`config.mk`:
```
export PLATFORM = sky130hd
export DESIGN_NAME = regfile_access_arbiter_flat
export DESIGN_NICKNAME = d
export VERILOG_FILES = /design/src/rtl/regfile_access_arbiter_pkg.sv /design/src/rtl/regfile_access_arbiter_if.sv /design/src/rtl/regfile_access_arbiter_addr_gen.sv /design/src/rtl/regfile_access_arbiter.sv /design/src/flat_wrapper.sv
export SDC_FILE = /design/constraint.sdc
export NUM_CORES = 1
export LEC_CHECK = 0
export ABC_AREA = 0
export CORE_MARGIN = 5
export CORE_UTILIZATION = 41
export DETAILED_ROUTE_END_ITERATION = 12
export PLACE_DENSITY = 0.86
export SETUP_SLACK_MARGIN = 0.3
export SLEW_MARGIN = 20
export SYNTH_ARGS = -nofsm -noshare
export SYNTH_HDL_FRONTEND = slang
export SYNTH_SLANG_ARGS = --single-unit
```
`constraint.sdc`:
```
create_clock -name clk -period 5.2 [get_ports clk]
set_input_delay 1.56 -clock clk [delete_from_list [all_inputs] [get_ports clk]]
set_output_delay 1.56 -clock clk [all_outputs]
set_load 0.03 [all_outputs]
```
`src/rtl/regfile_access_arbiter_pkg.sv`:
```
// Shared constants and types for the RAM file-register port arbiter.
// Holds the FSM state encodings, the INDF field value and the debug command record.
package regfile_access_arbiter_pkg;

  localparam logic [2:0] ST_IDLE = 3'd0;
  localparam logic [2:0] ST_DRD0 = 3'd1;
  localparam logic [2:0] ST_DRD1 = 3'd2;
  localparam logic [2:0] ST_DCAP = 3'd3;
  localparam logic [2:0] ST_DWR  = 3'd4;
  localparam logic [2:0] ST_DFIN = 3'd5;

  localparam logic [6:0] INDF_F_ADDR      = 7'h00;
  localparam int         DBG_READ_LATENCY = 2;

  typedef struct packed {
    logic       we;
    logic [8:0] addr;
    logic [7:0] wdata;
  } dbg_cmd_t;

endpackage

```
`src/rtl/regfile_access_arbiter_if.sv`:
```
// Signal bundle between the core/debug requesters, the arbiter and ram_file_registers.
// The arbiter attaches to the slave modport; the surrounding logic uses master.
interface regfile_access_arbiter_if;
  logic [6:0] core_f_addr;
  logic       core_rd_en;
  logic       core_wr_en;
  logic [7:0] core_wdata;
  logic [1:0] status_rp;
  logic       status_irp;
  logic [7:0] fsr_val;
  logic       core_stall;
  logic       core_ind_null;
  logic       dbg_req;
  logic       dbg_we;
  logic [8:0] dbg_addr;
  logic [7:0] dbg_wdata;
  logic       dbg_gnt;
  logic       dbg_done;
  logic [7:0] dbg_rdata;
  logic [8:0] rf_addr;
  logic       rf_rd_en;
  logic       rf_wr_en;
  logic [7:0] rf_wdata;
  logic [7:0] rf_rdata;

  modport master (
    output core_f_addr, core_rd_en, core_wr_en, core_wdata,
    output status_rp, status_irp, fsr_val,
    output dbg_req, dbg_we, dbg_addr, dbg_wdata, rf_rdata,
    input  core_stall, core_ind_null, dbg_gnt, dbg_done, dbg_rdata,
    input  rf_addr, rf_rd_en, rf_wr_en, rf_wdata
  );

  modport slave (
    input  core_f_addr, core_rd_en, core_wr_en, core_wdata,
    input  status_rp, status_irp, fsr_val,
    input  dbg_req, dbg_we, dbg_addr, dbg_wdata, rf_rdata,
    output core_stall, core_ind_null, dbg_gnt, dbg_done, dbg_rdata,
    output rf_addr, rf_rd_en, rf_wr_en, rf_wdata
  );
endinterface

```
`src/rtl/regfile_access_arbiter_addr_gen.sv`:
```
// Core file-address generator: direct {RP1:RP0,f}, or indirect {IRP,FSR} when f addresses INDF.
// Flags an indirect access that lands back on INDF itself.
module regfile_addr_gen
  import regfile_access_arbiter_pkg::*;
(
  input  logic [6:0] f_addr,
  input  logic [1:0] status_rp,
  input  logic       status_irp,
  input  logic [7:0] fsr_val,
  output logic [8:0] addr,
  output logic       ind_null
);

  logic indirect;

  assign indirect = (f_addr == INDF_F_ADDR);
  assign addr     = indirect ? {status_irp, fsr_val} : {status_rp, f_addr};
  assign ind_null = indirect && (fsr_val[6:0] == INDF_F_ADDR);

endmodule

```
`src/rtl/regfile_access_arbiter.sv`:
```
// Owner of the RAM file-register port: core address generation plus a debug req/gnt/done side channel.
// Optional starvation guard enabled by defining REGFILE_ARB_STARVE_GUARD_EN.
module regfile_access_arbiter
  import regfile_access_arbiter_pkg::*;
#(
  parameter int unsigned STARVE_LIMIT = 16
) (
  input  logic                     clk,
  input  logic                     rst,
  regfile_access_arbiter_if.slave  bus
);

  logic [2:0] state, state_nxt;
  dbg_cmd_t   cmd;
  logic [7:0] rdata_q;
  logic [8:0] core_addr;
  logic       ind_null;
  logic       force_gnt;
  logic       core_owns;
  logic       gnt;

  regfile_addr_gen u_addr_gen (
    .f_addr     (bus.core_f_addr),
    .status_rp  (bus.status_rp),
    .status_irp (bus.status_irp),
    .fsr_val    (bus.fsr_val),
    .addr       (core_addr),
    .ind_null   (ind_null)
  );

`ifdef REGFILE_ARB_STARVE_GUARD_EN
  localparam int CNT_W = $clog2(STARVE_LIMIT + 1);
  logic [CNT_W-1:0] starve_cnt;

  assign force_gnt = (state == ST_IDLE) && bus.dbg_req && (starve_cnt == CNT_W'(STARVE_LIMIT));

  always_ff @(posedge clk) begin
    if (rst) begin
      starve_cnt <= '0;
    end else if (gnt) begin
      starve_cnt <= '0;
    end else if ((state == ST_IDLE) && bus.dbg_req && (starve_cnt != CNT_W'(STARVE_LIMIT))) begin
      starve_cnt <= starve_cnt + 1'b1;
    end
  end
`else
  // Without the guard, debug simply waits for a core-idle slot.
  logic unused_starve_limit;
  assign unused_starve_limit = |STARVE_LIMIT;
  assign force_gnt = 1'b0;
`endif

  // Read timing is fixed by the DRD0/DRD1 pair matching the RAM's two-cycle latency.
  logic unused_read_latency;
  assign unused_read_latency = (DBG_READ_LATENCY == 2);

  assign core_owns = (state == ST_IDLE) && !force_gnt;
  assign gnt       = (state == ST_IDLE) && bus.dbg_req &&
                     ((!bus.core_rd_en && !bus.core_wr_en) || force_gnt);

  // NOTE: every output gets a default before the case so no latch can be inferred.
  always_comb begin
    bus.rf_addr       = cmd.addr;
    bus.rf_rd_en      = 1'b0;
    bus.rf_wr_en      = 1'b0;
    bus.rf_wdata      = cmd.wdata;
    bus.core_stall    = 1'b1;
    bus.core_ind_null = 1'b0;
    bus.dbg_done      = 1'b0;
    state_nxt         = state;
    case (state)
      ST_IDLE: begin
        bus.core_stall = force_gnt;
        if (core_owns) begin
          bus.rf_addr       = core_addr;
          bus.rf_rd_en      = bus.core_rd_en;
          bus.rf_wr_en      = bus.core_wr_en && !ind_null;
          bus.rf_wdata      = bus.core_wdata;
          bus.core_ind_null = ind_null;
        end
        if (gnt) state_nxt = bus.dbg_we ? ST_DWR : ST_DRD0;
      end
      ST_DRD0: begin
        bus.rf_rd_en = 1'b1;
        state_nxt    = ST_DRD1;
      end
      ST_DRD1: state_nxt = ST_DCAP;
      ST_DCAP: state_nxt = ST_DFIN;
      ST_DWR: begin
        bus.rf_wr_en = 1'b1;
        state_nxt    = ST_DFIN;
      end
      ST_DFIN: begin
        bus.dbg_done = 1'b1;
        state_nxt    = ST_IDLE;
      end
      default: state_nxt = ST_IDLE;
    endcase
  end

  assign bus.dbg_gnt   = gnt;
  assign bus.dbg_rdata = rdata_q;

  // NOTE: registers use non-blocking assignments so every flop samples pre-edge values.
  always_ff @(posedge clk) begin
    if (rst) begin
      state   <= ST_IDLE;
      cmd     <= '0;
      rdata_q <= 8'h00;
    end else begin
      state <= state_nxt;
      if (gnt) cmd <= '{we: bus.dbg_we, addr: bus.dbg_addr, wdata: bus.dbg_wdata};
      if (state == ST_DCAP) rdata_q <= bus.rf_rdata;
    end
  end

endmodule

```
`src/flat_wrapper.sv`:
```
// flat-port wrapper written by rule: the top's interface ports become plain ports
module regfile_access_arbiter_flat import regfile_access_arbiter_pkg::*;
#(
  parameter int unsigned STARVE_LIMIT = 16
)
  (clk, rst, bus_core_f_addr, bus_core_rd_en, bus_core_wr_en, bus_core_wdata, bus_status_rp, bus_status_irp, bus_fsr_val, bus_dbg_req, bus_dbg_we, bus_dbg_addr, bus_dbg_wdata, bus_rf_rdata, bus_core_stall, bus_core_ind_null, bus_dbg_gnt, bus_dbg_done, bus_dbg_rdata, bus_rf_addr, bus_rf_rd_en, bus_rf_wr_en, bus_rf_wdata);
  regfile_access_arbiter_if bus_i ();
  input  logic clk;
  input  logic rst;
  input wire logic [$bits(bus_i.core_f_addr)-1:0] bus_core_f_addr;
  input wire logic [$bits(bus_i.core_rd_en)-1:0] bus_core_rd_en;
  input wire logic [$bits(bus_i.core_wr_en)-1:0] bus_core_wr_en;
  input wire logic [$bits(bus_i.core_wdata)-1:0] bus_core_wdata;
  input wire logic [$bits(bus_i.status_rp)-1:0] bus_status_rp;
  input wire logic [$bits(bus_i.status_irp)-1:0] bus_status_irp;
  input wire logic [$bits(bus_i.fsr_val)-1:0] bus_fsr_val;
  input wire logic [$bits(bus_i.dbg_req)-1:0] bus_dbg_req;
  input wire logic [$bits(bus_i.dbg_we)-1:0] bus_dbg_we;
  input wire logic [$bits(bus_i.dbg_addr)-1:0] bus_dbg_addr;
  input wire logic [$bits(bus_i.dbg_wdata)-1:0] bus_dbg_wdata;
  input wire logic [$bits(bus_i.rf_rdata)-1:0] bus_rf_rdata;
  output wire logic [$bits(bus_i.core_stall)-1:0] bus_core_stall;
  output wire logic [$bits(bus_i.core_ind_null)-1:0] bus_core_ind_null;
  output wire logic [$bits(bus_i.dbg_gnt)-1:0] bus_dbg_gnt;
  output wire logic [$bits(bus_i.dbg_done)-1:0] bus_dbg_done;
  output wire logic [$bits(bus_i.dbg_rdata)-1:0] bus_dbg_rdata;
  output wire logic [$bits(bus_i.rf_addr)-1:0] bus_rf_addr;
  output wire logic [$bits(bus_i.rf_rd_en)-1:0] bus_rf_rd_en;
  output wire logic [$bits(bus_i.rf_wr_en)-1:0] bus_rf_wr_en;
  output wire logic [$bits(bus_i.rf_wdata)-1:0] bus_rf_wdata;
  assign bus_i.core_f_addr = bus_core_f_addr;
  assign bus_i.core_rd_en = bus_core_rd_en;
  assign bus_i.core_wr_en = bus_core_wr_en;
  assign bus_i.core_wdata = bus_core_wdata;
  assign bus_i.status_rp = bus_status_rp;
  assign bus_i.status_irp = bus_status_irp;
  assign bus_i.fsr_val = bus_fsr_val;
  assign bus_i.dbg_req = bus_dbg_req;
  assign bus_i.dbg_we = bus_dbg_we;
  assign bus_i.dbg_addr = bus_dbg_addr;
  assign bus_i.dbg_wdata = bus_dbg_wdata;
  assign bus_i.rf_rdata = bus_rf_rdata;
  assign bus_core_stall = bus_i.core_stall;
  assign bus_core_ind_null = bus_i.core_ind_null;
  assign bus_dbg_gnt = bus_i.dbg_gnt;
  assign bus_dbg_done = bus_i.dbg_done;
  assign bus_dbg_rdata = bus_i.dbg_rdata;
  assign bus_rf_addr = bus_i.rf_addr;
  assign bus_rf_rd_en = bus_i.rf_rd_en;
  assign bus_rf_wr_en = bus_i.rf_wr_en;
  assign bus_rf_wdata = bus_i.rf_wdata;
  regfile_access_arbiter #(.STARVE_LIMIT(STARVE_LIMIT)) u_core (.clk(clk), .rst(rst), .bus(bus_i));
endmodule
```
; After elaboration in Yosys (flattened, before gate mapping)
; Index checks and enable logic that the tools add are counted.
[totals]
regBits = 28
latch_bits = 0
ramBits = 0
romBits = 0
inputBits = 57
out_inout_bits = 31
wordCells = 33
mem_count = 0
[op_classes]
add_sub_neg = 0
n_mul = 0
n_div = 0
n_lt_le_gt_ge = 0
eq_ne = 6
shifts = 0
n_mux = 11
bitwise_logic = 0
reduce_logical = 12
[ops]
columns = op, n
row1 = $mux W9, 2
row2 = $logic_not A7 Y1, 2
row3 = $pmux W3 S4, 1
row4 = $mux W8, 1
row5 = $eq A3 B2 Y1 const B, 2
row6 = $eq A3 B3 Y1 const B, 2
row7 = $mux W3, 2
row8 = $logic_and A1 B1 Y1, 5
row9 = $pmux W1 S2, 2
row10 = $eq A3 B1 Y1 const B, 1
row11 = $logic_not A1 Y1, 3
row12 = $logic_not A3 Y1, 1
row13 = $mux W1, 3
row14 = $ne A2 B2 Y1 const B, 1
row15 = $reduce_or A2 Y1, 1

; Logic depth before layout (Yosys ltp)
[logic_depth]
ltp_word = 5
mapped_depth = 6
depth_no_buf = 4

; Hierarchy
; A second synthesis with hierarchy kept.
[hier_totals]
hier_cells = 159
area_unflattened_um2 = 1602.8
[modules_own_cells]
columns = module, n_inst, cells_each, area_each_um2, seq_area_each_um2
row1 = regfile_access_arbiter, 1, 145, 1467.7, 560.5
row2 = regfile_addr_gen, 1, 14, 135.1, 0.0

; Worst setup path after synthesis
; No wires, ideal clock.
[synth_path]
path_type = in2out
startpoint = input port bus_core_f_addr[2]
endpoint = output port bus_rf_addr[8]
arrival_time_ns = 2.681
required_time_ns = 3.640
path_slack_ns = 0.959
path_stages = 3
path_buffers = 0
path_cell_list = nor4_4 > nand3_1 > a31oi_1
[synth_via]
elab_chain_len = 3
[synth_rtl]
columns = element, line_no
row1 = from (decl), flat_wrapper.sv:10  ; input wire logic [$bits(bus_i.core_f_addr)-1:0] bus_core_f_addr;
row2 = $logic_not A7 Y1, regfile_access_arbiter_addr_gen.sv:16  ; assign indirect = (f_addr == INDF_F_ADDR);
row3 = $mux W9, regfile_access_arbiter_addr_gen.sv:17  ; assign addr = indirect ? {status_irp, fsr_val} : {status_rp, f_addr};
row4 = $mux W9, regfile_access_arbiter.sv:71  ; case (state)
row5 = to (decl), flat_wrapper.sv:27  ; output wire logic [$bits(bus_i.rf_addr)-1:0] bus_rf_addr;
; No other way between the ends.

; Worst setup path in the final report
; Same ends and word-level chain as after synthesis.

==> reports/qor.yml <==
ys_seq_area_share_pct: 37.1
tns_ns: 0
clk_pin_slew_worst_paths_ns: 0.09
start_util_pct: 42.0
synth.top_cell.area_share_pct: 37.1
antenna_cells: 0
first_pass_iters: 4
final_nets: 337
synth_seq_cells: 28
port_buffers: 87
grtUsageMet3_pct: 6.53
min_path_type: "reg2reg"
place_hpwl_um: 3570
vdd.ir_drop.worst_mv: 0.145
ios: 88
ys_warn_count: 0
cts_made_buffers: 3
root_buffer: "clkbuf_8"
power_density_nw_per_um2: 270
dieArea_um2: 5000
fillers: 318
fmaxAchievable_mhz: 208
grt_max_degree: 30
cts_tree: "built"
clk_path_buf_depth: 2
use_met1_pct: 20.3
wl_per_cell_um: 14.4
setup_ws_ns: 0.383
design_area_um2: 2470
async_flop_share_pct: 0
drtIter0Drc: 71
worst-path-max-fanout: 3
drc_errors: 0
post-route-min-period_ns: 4.82
yosys.area.top_type: "dfxtp_1"
cap_violations: 0
post-route-period-util_pct: 92.6
cp.required_ns: 3.64
ant_nets: 0
num_vias: 1730
syn_to_final_growth_pct: 63.6
first_global_vias: 1699
via_per_inst: 5.29
routed_wl_um: 4720
yosysUniqueCellTypes: 32
synthFlopType: "dfxtp_1"
p_leak_nw: 0.983
met2_usage_pct: 31.9
hold_viol: 0
htreeDepth: 1
start_kind: "input pin"
critPathArrivalTime_ns: 3.26
drive_above_1_share_pct: 10.0
place_ws_ns: 0.119
synth_edf_count: 0
syn_nets: 253
grt_use_total_pct: 18.2
place_area_um2: 2410
synthesis.area_um2: 1510
synthTopCellsByCount: "dfxtp_1, a21oi_1, nand2_1, nor2_1, nand3_1"
gp_congestion: 0.865
setup_viol: 0
slew_violations: 0
rsz0062_at_grt: "yes"
synth_area_leaders: "dfxtp_1, a21oi_1, nand3_1, nand2_1, nor2_1"
worst-setup-path-type: "in2out"
grt_pass1_wl_um: 7640
overflow: 0
syn_avg_cell_area_um2: 7.72
core_um2: 3610
endpoint_kind: "output port"
die_y_um: 70.7
fp-row-count: 22
worstSkewPairLatency_ns: 0.27
grt_busiest_layer: "met2"
cts.sinks: 28
synth.most_common_cell: "dfxtp_1"
skew_ns: 0.00275
postCtsSetupBuffers: 0
worst_slew_pin_slew_ns: 1.06
antenna_found_initial: 0
die_x_um: 70.7
status: "completed"
syn_inst: 196
slew_headroom_pct: 28.8
## routing by layer
metal / share of wire [%] / wire length, um / up-vias
met5: 0 / 0 / -
met4: 2.8 / 131 / 0
met3: 8.9 / 422 / 12
met2: 48 / 2270 / 68
met1: 40 / 1890 / 789
li1: - / - / 861
## sequential cells by signal, indices dropped and copies added, names as in the netlist
register	flops
u_core.bus.dbg_rdata	8
u_core.cmd	17
u_core.state	3
## final timing paths
kind	slack [ns]	to	cells past startpoint	start
max	0.38	bus_rf_addr[8]	5	bus_core_f_addr[2]
min	0.47	u_core.cmd[2]	2	u_core.cmd[2]
max reg2reg	3.47	u_core.cmd[11]	3	u_core.state[1]
min reg2reg	0.47	u_core.cmd[2]	2	u_core.cmd[2]
## power breakdown
| part | internal (W) | switching [W] |
|---|---|---|
| logic | 0.000113 | 0.000157 |
| registers | 0.000222 | 0.00000982 |
| clock network | 0.000103 | 0.0000643 |
## critical path, stage by stage
cell	delay, ns
clkdlybuf4s50_1	0.50
or4_1	0.58
o21ai_1	0.17
a31oi_1	0.09
dlygate4sd2_1	0.36
## metrics by stage
step / total power (W) / instances / hold WS, ns / utilization [%]
3_3_place_gp: 0.000517 / 323 / 0.449 / 66.9
3_5_place_dp: 0.000521 / 323 / 0.456 / 66.9
4_1_cts: 0.000675 / 327 / 0.471 / 68.5
6_report: 0.000669 / 327 / 0.468 / 68.6
5_1_grt: 0.000704 / 327 / 0.485 / 68.6
2_1_floorplan: 0.000395 / 196 / 0.444 / -
## cells by family after synthesis
group                     Yosys count  share of synthesized area, %
AOI/OAI and AO/OA                  58                          22.8
xor gates and xnor gates            1                         0.579
buffers and inverters              19                          6.62
DFF                                28                          37.1
muxes                               8                          5.29
and+or+nand+nor                    82                          27.6
## repair_timing
action | 4_1_cts | 5_1_grt
resized for setup | 10 | 3
setup endpoints to repair | 10 | 3
hold buffers | 0 | 0
## layout make-up
cell class,instances,area [um^2],area share (%)
clock buffers,3,41.3,1.67
flip-flops and latches,28,561,22.6
clock inverters,1,30.0,1.21
repair buffers,95,920,37.2
well taps,48,60.1,2.43
inverters,3,11.3,0.455
multi-input cells,149,852,34.4
## layout by cell type (no fill, tap or decap), drive strengths merged
cell	netlist	layout
clkdlybuf4s50	0	76
dfxtp	28	28
a21oi	26	26
nand2	24	24
nor2	22	22
o21ai	19	19
nand3	18	18
a31oi	10	10
buf	9	9
mux2i	8	8
dlygate4sd2	0	7
nor3	5	5
clkbuf	7	3
clkdlybuf4s15	0	3
nor4	3	3
inv	3	3
or3	2	2
or4	2	2
nand2b	1	1
nand4	1	1
nor3b	1	1
a31o	1	1
and3	1	1
nor2b	1	1
o32ai	1	1
nand3b	1	1
o22ai	1	1
xnor2	1	1
bufinv	0	1
Note: power is estimated with default switching activity, not from simulation.
==> edit (same settings) <==
The option `REGFILE_ARB_STARVE_GUARD_EN` is turned on by a define.
--- a/src/rtl/regfile_access_arbiter.sv
+++ b/src/rtl/regfile_access_arbiter.sv
@@ -1,5 +1,7 @@
 // Owner of the RAM file-register port: core address generation plus a debug req/gnt/done side channel.
 // Optional starvation guard enabled by defining REGFILE_ARB_STARVE_GUARD_EN.
+`define REGFILE_ARB_STARVE_GUARD_EN
+
 module regfile_access_arbiter
   import regfile_access_arbiter_pkg::*;
 #(
Function: same outputs for any inputs over 10 cycles, from zero or initial values and one cycle with rst high; that may be too few to reach the edited logic, so the function may still have changed.
==> edit against the unedited design <==
Setup slack lost 0.036 ns; cell area rose by 6.4%; sequential cell count grew 5; register-to-register slack got worse by 0.05 ns; non-clock buffer count rose by 2; synthesized area rose by 7.3%; synthesized cell count shrank 1.0%; total power rose by 8.2%; largest cell class is now multi-input gates; routed wire length fell by 2.3%; critical path depth unchanged; largest power group is now registers.
==> edit: results <==
export IMPL_place_gp_congestion=0.794
export IMPL_htreeDepth=2
export IMPL_cp_slowest_cell="clkdlybuf4s50_1"
export IMPL_met2_usage_pct=29.3
export IMPL_dr_wl_met3_um=497
export IMPL_synthMuxAreaShare_pct=13.0
export IMPL_grt_use_met3_pct=8.68
export IMPL_r2r_setup_slack_ns=3.42
export IMPL_r2r_start="u_core.starve_cnt[0]$_SDFFE_PP0P_"
export IMPL_ys_seq_area_share_pct=40.7
export IMPL_crit_fanout=7
export IMPL_multi_input_area_share_pct=34.8
export IMPL_seq_cells=33
export IMPL_worstSetupEndpoint="bus_rf_wdata[7]"
export IMPL_multi_input_cells=145
export IMPL_finalClockSkew_ns=0.00525
export IMPL_yosysUniqueCellTypes=33
export IMPL_wl_met1_um=1890
export IMPL_synthAdderAreaFrac_pct=1.54
export IMPL_vdd_drop_max_uv=217
export IMPL_synth_largest_type_area_fraction_pct=40.7
export IMPL_drive_above_1_share_pct=16.7
export IMPL_drt_iter0_markers=82
export IMPL_arrival_ns=3.29
export IMPL_hpwlAfterDp_um=3600
export IMPL_status="finished clean"
export IMPL_clock_area_share_pct=3.14
export IMPL_drt_total_wl_um=4610
export IMPL_p_int_mw=0.478
export IMPL_critical_path_startpoint="bus_dbg_req"
export IMPL_synth_xor_area_share_pct=2.16
export IMPL_max_slew_margin_pct=61.2
export IMPL_ctsResizeCount=18
export IMPL_num_vias=1622
export IMPL_cts_setup_buffers=1
export IMPL_reg2regPathDepth=7
[edit: cell types whose count changed after synthesis, moves of 8 or more]
cell and delta:
o21ai_1 -9, o21ai_2 -9, nand3_1 -18, mux2_2 +8
nand2_1 +13, a31oi_1 -9
[edit: per-stage QoR]
stage                     util, %  power (mW)  cells  setup slack (ns)  cell area, µm²
after global routing         70.4       0.762    335             0.289            2630
after floorplan                 -       0.433    194             0.511            1620
after global placement       67.9       0.553    325           -0.0297            2540
final                        70.4       0.724    335             0.346            2630
after detailed placement     67.9       0.556    325           -0.0361            2540
after CTS                    70.5       0.732    335             0.240            2640
[edit: power by group through the flow]
stage	Combinational (mW)	Sequential, mW	Clock [mW]
after floorplan	0.158	0.275	0
after global placement	0.273	0.280	0
after detailed placement	0.275	0.280	0
after CTS	0.270	0.274	0.187
after global routing	0.287	0.276	0.198
final	0.267	0.275	0.183
